==> config.mk <==
export PLATFORM = sky130hd
export DESIGN_NAME = lab2_result_tx
export DESIGN_NICKNAME = d
export VERILOG_FILES = /design/src/rtl/lab2_result_tx.sv
export SDC_FILE = /design/constraint.sdc
export NUM_CORES = 1
export LEC_CHECK = 0
export BUFFER_PORTS_ARGS = -buffer_cell sky130_fd_sc_hd__buf_2
export CAP_MARGIN = 20
export CORE_ASPECT_RATIO = 0.9
export CORE_MARGIN = 1
export CORE_UTILIZATION = 37
export CTS_CLUSTER_DIAMETER = 120
export DETAILED_ROUTE_END_ITERATION = 10
export GPL_ROUTABILITY_DRIVEN = 0
export PLACE_DENSITY = 0.65
export SYNTH_ARGS = -nofsm -noshare
export SYNTH_HDL_FRONTEND = slang
export SYNTH_SLANG_ARGS = --single-unit
==> constraint.sdc <==
create_clock -name i_clk_in -period 5.19 [get_ports i_clk_in]
set_clock_uncertainty 0.2 [all_clocks]
set_input_delay 1.038 -clock i_clk_in [delete_from_list [all_inputs] [get_ports i_clk_in]]
set_output_delay 1.038 -clock i_clk_in [all_outputs]
set_load 0.05 [all_outputs]
==> src/rtl/lab2_result_tx.sv <==
// Result-line formatter for the Lab2 adder: turns {cout,sum} into "=<c><hex>\r\n" for the UART TX.
// LAB2_RESULT_TX_BINARY_EN replaces the hex digit with four binary digits (sum[3] first).
module lab2_result_tx #(
  parameter logic [7:0]  PREFIX_CHAR = 8'h3D,
  parameter int unsigned EOL_LF      = 1,
  parameter int unsigned ACK_TIMEOUT = 4
) (
  input  logic       i_clk_in,
  input  logic       i_rst,
  input  logic       i_rdy,
  input  logic [3:0] i_sum,
  input  logic       i_cout,
  input  logic       i_tx_busy,
  input  logic       i_clr_ovr,
  output logic [7:0] o_tx_data,
  output logic       o_tx_start,
  output logic       o_busy,
  output logic       o_overrun
);

  typedef enum logic [1:0] {IDLE, SEND, WAIT_ACK, WAIT_DONE} state_t;

`ifdef LAB2_RESULT_TX_BINARY_EN
  localparam logic [2:0] LAST_IDX = (EOL_LF != 0) ? 3'd7 : 3'd6;
`else
  localparam logic [2:0] LAST_IDX = (EOL_LF != 0) ? 3'd4 : 3'd3;
`endif
  localparam logic [3:0] TMO_LAST = 4'(ACK_TIMEOUT - 1);

  state_t     state, state_nx;
  logic       rdy_d;
  logic       rise;
  logic [3:0] sum_q, sum_nx;
  logic       cout_q, cout_nx;
  logic [2:0] idx, idx_nx;
  logic [3:0] cnt, cnt_nx;
  logic [7:0] tx_data_nx;
  logic       tx_start_nx;
  logic       busy_nx;
  logic       ovr_nx;
  logic       byte_done;

  function automatic logic [7:0] char_at(input logic [2:0] i, input logic [3:0] s, input logic c);
    logic [7:0] ch;
    ch = 8'h00;
`ifdef LAB2_RESULT_TX_BINARY_EN
    case (i)
      3'd0:    ch = PREFIX_CHAR;
      3'd1:    ch = {7'b0011000, c};
      3'd2:    ch = {7'b0011000, s[3]};
      3'd3:    ch = {7'b0011000, s[2]};
      3'd4:    ch = {7'b0011000, s[1]};
      3'd5:    ch = {7'b0011000, s[0]};
      3'd6:    ch = 8'h0D;
      default: ch = 8'h0A;
    endcase
`else
    case (i)
      3'd0:    ch = PREFIX_CHAR;
      3'd1:    ch = {7'b0011000, c};
      3'd2:    ch = (s < 4'd10) ? (8'h30 + {4'h0, s}) : (8'h37 + {4'h0, s});
      3'd3:    ch = 8'h0D;
      default: ch = 8'h0A;
    endcase
`endif
    return ch;
  endfunction

  assign rise = i_rdy & ~rdy_d;

  always_ff @(posedge i_clk_in or posedge i_rst) begin
    if (i_rst) begin
      state      <= IDLE;
      rdy_d      <= 1'b0;
      sum_q      <= '0;
      cout_q     <= 1'b0;
      idx        <= '0;
      cnt        <= '0;
      o_tx_data  <= '0;
      o_tx_start <= 1'b0;
      o_busy     <= 1'b0;
      o_overrun  <= 1'b0;
    end else begin
      state      <= state_nx;
      rdy_d      <= i_rdy;
      sum_q      <= sum_nx;
      cout_q     <= cout_nx;
      idx        <= idx_nx;
      cnt        <= cnt_nx;
      o_tx_data  <= tx_data_nx;
      o_tx_start <= tx_start_nx;
      o_busy     <= busy_nx;
      o_overrun  <= ovr_nx;
    end
  end

  always_comb begin
    state_nx    = state;
    sum_nx      = sum_q;
    cout_nx     = cout_q;
    idx_nx      = idx;
    cnt_nx      = cnt;
    tx_data_nx  = o_tx_data;
    tx_start_nx = 1'b0;
    busy_nx     = o_busy;
    byte_done   = 1'b0;
    // a rise outside IDLE sets overrun even when a clear arrives in the same cycle
    ovr_nx      = (o_overrun & ~i_clr_ovr) | (rise & (state != IDLE));

    case (state)
      IDLE: begin
        if (rise) begin
          sum_nx   = i_sum;
          cout_nx  = i_cout;
          idx_nx   = '0;
          busy_nx  = 1'b1;
          state_nx = SEND;
        end
      end
      SEND: begin
        if (!i_tx_busy) begin
          tx_data_nx  = char_at(idx, sum_q, cout_q);
          tx_start_nx = 1'b1;
          cnt_nx      = '0;
          state_nx    = WAIT_ACK;
        end
      end
      WAIT_ACK: begin
        if (i_tx_busy) begin
          state_nx = WAIT_DONE;
        end else if (cnt == TMO_LAST) begin
          byte_done = 1'b1;
        end else begin
          cnt_nx = cnt + 4'd1;
        end
      end
      WAIT_DONE: begin
        if (!i_tx_busy) byte_done = 1'b1;
      end
      default: state_nx = IDLE;
    endcase

    if (byte_done) begin
      if (idx == LAST_IDX) begin
        busy_nx  = 1'b0;
        state_nx = IDLE;
      end else begin
        idx_nx   = idx + 3'd1;
        state_nx = SEND;
      end
    end
  end

endmodule
# == Yosys cells after proc, flatten, opt, wreduce, memory -nomap -nowiden ==
# Index checks and enable logic that the tools add are counted.
# word_totals
ff_bits,26
in_bits,10
output_inout_bits,11
elab_cells,70
# classes
add_sub_neg,4
magnitude_cmp,1
eq_ne,14
muxes,25
bitwise_logic,7
reduce_logical,9
# op_table
op,n
$pmux W7 S4,1
$add A6 B4 Y7 const A,2
$mux W3,4
$mux W4,3
$mux W1,9
$ne A3 B3 Y1 const B,3
$mux W2,4
$pmux W4 S2,1
$reduce_and A4 Y1,2
$mux W7,1
$eq A3 B2 Y1 const B,2
$ne A2 B2 Y1 const B,3
$pmux W2 S3,1
$add A4 B1 Y4 const B,1
$eq A2 B2 Y1 const B,2
$eq A4 B2 Y1 const B,1
$lt A4 B4 Y1 const B,1
$reduce_and A2 Y1,2
$reduce_bool A2 Y1,2
$reduce_bool A4 Y1,1
$add A3 B1 Y3 const B,1
$and A1 B1 Y1,3
$eq A3 B1 Y1 const B,1
$eq A3 B3 Y1 const B,1
6 further kinds,8

# == Logic depth before layout (Yosys ltp) ==
# depth
word_depth,6
mapped_depth,7
ltp_nobuf,6

# == Worst setup path before layout ==
# OpenSTA, ideal clock, no wires.
# synth_path
kind,input port to flip-flop
startpoint,input port i_rdy
endpoint,register idx[1]
setup_time_ps,125
arrival_ps,1746
required_ps,4865
setup_slack_ps,3119
path_stages,4
path_buffers,1
cell_sequence,and3b_1 -> clkbuf_1 -> nor2_1 -> mux2_4
# synth_via
elab_chain_cells,5
# synth_rtl
item,line_no,source
start: declaration,10,"input logic i_rdy,"
$and A1 B1 Y1 (*),69,assign rise = i_rdy & ~rdy_d;
$mux W3 (*),112,if (rise) begin
$mux W3 (*),110,case (state)
$mux W3,144,if (idx == LAST_IDX) begin
$mux W3 (*),143,if (byte_done) begin
net idx_nx[1],35,"logic [2:0] idx, idx_nx;"
end signal: assignment,88,idx <= idx_nx;
end: declaration,35,
# The timed path passes the listed nets; every way through them passes the cells marked *.
# A chain may end at the register's enable or synchronous reset.

# == Worst setup path in the final report ==
# layout_path
startpoint,input port i_rdy
endpoint,register state[1]
# layout_via
elab_chain_cells,3
# layout_rtl
item,line_no,source
$and A1 B1 Y1,69,
$ne A3 B3 Y1 (no source line),--,
$reduce_and A4 Y1 (no source line),--,
end signal: assignment,84,state <= state_nx;
end: declaration,30,"state_t state, state_nx;"
# Every way passes these cells.

==> summary.txt <==
Floorplanning
  – Starting Density: 0.387
  – IO Pins: 21
  – Core Area: 3700 um2
  – Cell Rows: 21
  – Die height: 61.0 um
  – Die width: 67.6 um
  – Die Area: 4130 um2

Placed design
  – Dpl hpwl: 2100 um
  – Port Buffers: 19
  – Placed cell area: 1550 um2

GRT
  – GRT Total Usage: 0.159
  – Vias in the first global route: 1049
  – Initial antenna violation count: 0
  – Largest net degree at the start of global routing: 26
  – GRT Max-Usage Layer: met2
  – Met1 Use GR: 0.190
  – Met2 usage: 0.276
  – Met3 Track Usage GR: 0.0463
  – Grt total ovfl: 0
  – First-pass GRT wire length: 4780 um

Setup path
  – CP required: 5.15 ns
  – Worst path top cell family by delay: simple AND/OR/NAND/NOR gates
  – RR Startpoint: state[0]
  – R2R Path End: state[1]
  – Crit-path max FO: 11
  – Setup crit start: i_rdy
  – CP Launch Type: input port
  – Crit-path max cell delay: 0.37 ns
  – R2r worst-path depth: 6
  – Critical Path AT: 2.12 ns
  – WP buf/inv: 1
  – Worst Setup Path Type: input port to flop
  – Critical path's slowest cell: and3b_1
  – FF-to-FF setup slack: 3.10 ns
  – Worst path cell trace: buf_2 -> and3b_1 -> or2_2 -> nand3_1 -> a32o_1
  – Crit. End Element: flop

Logic synthesis
  – Top-area cell type share of the netlist area: 0.437
  – Post-synthesis sequential area ratio: 0.437
  – Synth cell types: 39
  – Top post-synthesis cells by count: 27 x nand2_1, 25 x dfrtp_1, 18 x o21ai_0
  – Top area cells in the synthesized netlist: dfrtp_1 44%, ha_1 10%, nand2_1 7.1%, o21ai_0 6.3%, inv_1 3.1%
  – Number of synthesized flops with an enable pin: 0
  – Avg Inst Size Synth: 9.49 um2
  – Yosys top cell by area: dfrtp_1
  – Ys async rst share: 1.00
  – Syn Inst Count: 151
  – Mapped cell area: 1430 um2
  – Yosys warning total: 0
  – Synth Register Bits: 25
  – Count leader, synth: nand2_1
  – Main synth FF type: dfrtp_1
  – Syn Nets: 173

Hold path
  – WHS Path Cells: 2
  – HP Start: o_tx_data[1]
  – Hold Path End: o_tx_data[1]
  – Hold WC Path Type: flop to flop

Power
  – Overall power: 0.000973 W
  – Lkg Pwr: 0.795 nW
  – PD cells: 600 nW/um2
  – Maximum VDD drop: 0.309 mV

Outcome
  – Failing checks: design-rule violations
  – Status: complete, but fails checks

Final layout
  – Fill count: 371
  – Share of cells above drive strength 1: 0.179
  – Fin nets: 191
  – Fin util: 0.438
  – Synth-to-Final Area Change: 13.3%
  – Design Area, Final: 1620 um2
  – Ant. Diodes: 0

STA
  – # setup viols final: 0
  – RSZ-0062 raised after global routing: false
  – Min Clock Period, post-route: 2.16 ns
  – Final period utilization: 0.416
  – Final Hold Viols: 0
  – Sum Neg Setup Slack: 0 ns
  – Peak Freq: 463 MHz
  – Final Max Tran Viols: 0

Routing
  – Post-route ant nets: 0
  – Vias post-DR: 1090
  – Remaining DRCs: 2
  – WL/cell: 13.4 um
  – Pre-Repair DR Iteration Count: 7
  – DRT iter0 DRCs: 42
  – Vias per cell: 5.09
  – Total Wirelength: 2860 um

Clock tree
  – # hold bufs at CTS: 0
  – CTS Buffer Depth: 2
  – CTS tree: yes
  – Worst-path clk slew: 0.09 ns
  – Worst skew pair latency: 0.27 ns
  – Post-CTS sizing: 0
  – Clk root buf: clkbuf_8
  – CTS Buf Count: 3
  – Post-CTS setup repair buffer count: 0
  – # clock sinks: 25
  – H-tree levels: 1

Flow run
  – MaxCap Viol Count: 0
-- flip-flops by register name, summed over array words and instances, names as in the netlist --
name and flops:
state 2, cout_q 1, o_tx_start 1, idx 3, o_tx_data 7, rdy_d 1, o_overrun 1, cnt 4
sum_q 4, o_busy 1
-- report_power, final --
part           internal (W)  switching (W)
registers          0.000269      0.0000660
logic              0.000190       0.000331
clock network     0.0000537      0.0000626
total              0.000513       0.000460
-- worst max-delay path by stage --
stage / end / cells past startpoint
after floorplan: idx[1] / 4
after global placement: state[1] / 5
after detailed placement: state[1] / 5
after CTS: o_tx_data[3] / 1
after global routing: state[1] / 5
final: state[1] / 5
-- cell families (layout without fill, tap and decap cells) --
logic type | Yosys count | count (layout) | share of synthesized area
AOI/OAI and AO/OA | 38 | 38 | 0.178
xor gates and xnor gates | 1 | 1 | 0.00611
adders and majority gates | 12 | 12 | 0.105
buffers and inverters | 19 | 36 | 0.0568
DFF | 25 | 25 | 0.437
muxes | 3 | 3 | 0.0253
other | 1 | 1 | 0.00262
and+or+nand+nor | 52 | 52 | 0.190
-- per-stage QoR --
stage               setup slack [ns]  hold WS, ns  instances
finish                          3.03        0.288        214
global route                    2.95        0.318        214
CTS                             3.04        0.289        213
detailed placement              2.77        0.267        209
global placement                2.85        0.257        209
floorplan                       3.12        0.246        151
-- worst reg2reg max path: stages, from the launching register on --
cell,delay (ns)
dfrtp_1,0.42
inv_1,0.13
ha_1,0.24
and3b_1,0.39
or2_2,0.19
nand3_1,0.11
a32o_1,0.29
-- cell type report --
type | instances | area (um2) | share of cell area
Inverter | 12 | 45.0 | 0.0278
Timing Repair Buffer | 20 | 123 | 0.0756
Sequential cell | 25 | 626 | 0.386
Clock inverter | 1 | 5.00 | 0.00308
Multi-Input combinational cell | 107 | 726 | 0.447
Tap cell | 46 | 57.6 | 0.0355
Clock buffer | 3 | 41.3 | 0.0254
-- placed cells by master (no fill, tap or decap), types with 2 or more instances in the layout --
master	n
nand2_1	27
nor3_1	2
ha_1	12
o31ai_1	3
a211oi_1	3
o211ai_1	2
inv_1	12
a21oi_1	3
dfrtp_1	25
o21ai_0	18
nor2_1	5
clkbuf_8	3
nand3_1	2
nor2b_1	5
buf_2	19
a32o_1	2
o22a_1	2
-- routing by layer --
layer  wire, um  share of wire  vias to the layer above
met5          0              0                        -
met4          9         0.0032                        0
met3         99          0.035                        2
met2       1370           0.48                       19
met1       1380           0.48                      517
li1           -              -                      552
(Power assumes the default switching activity.)
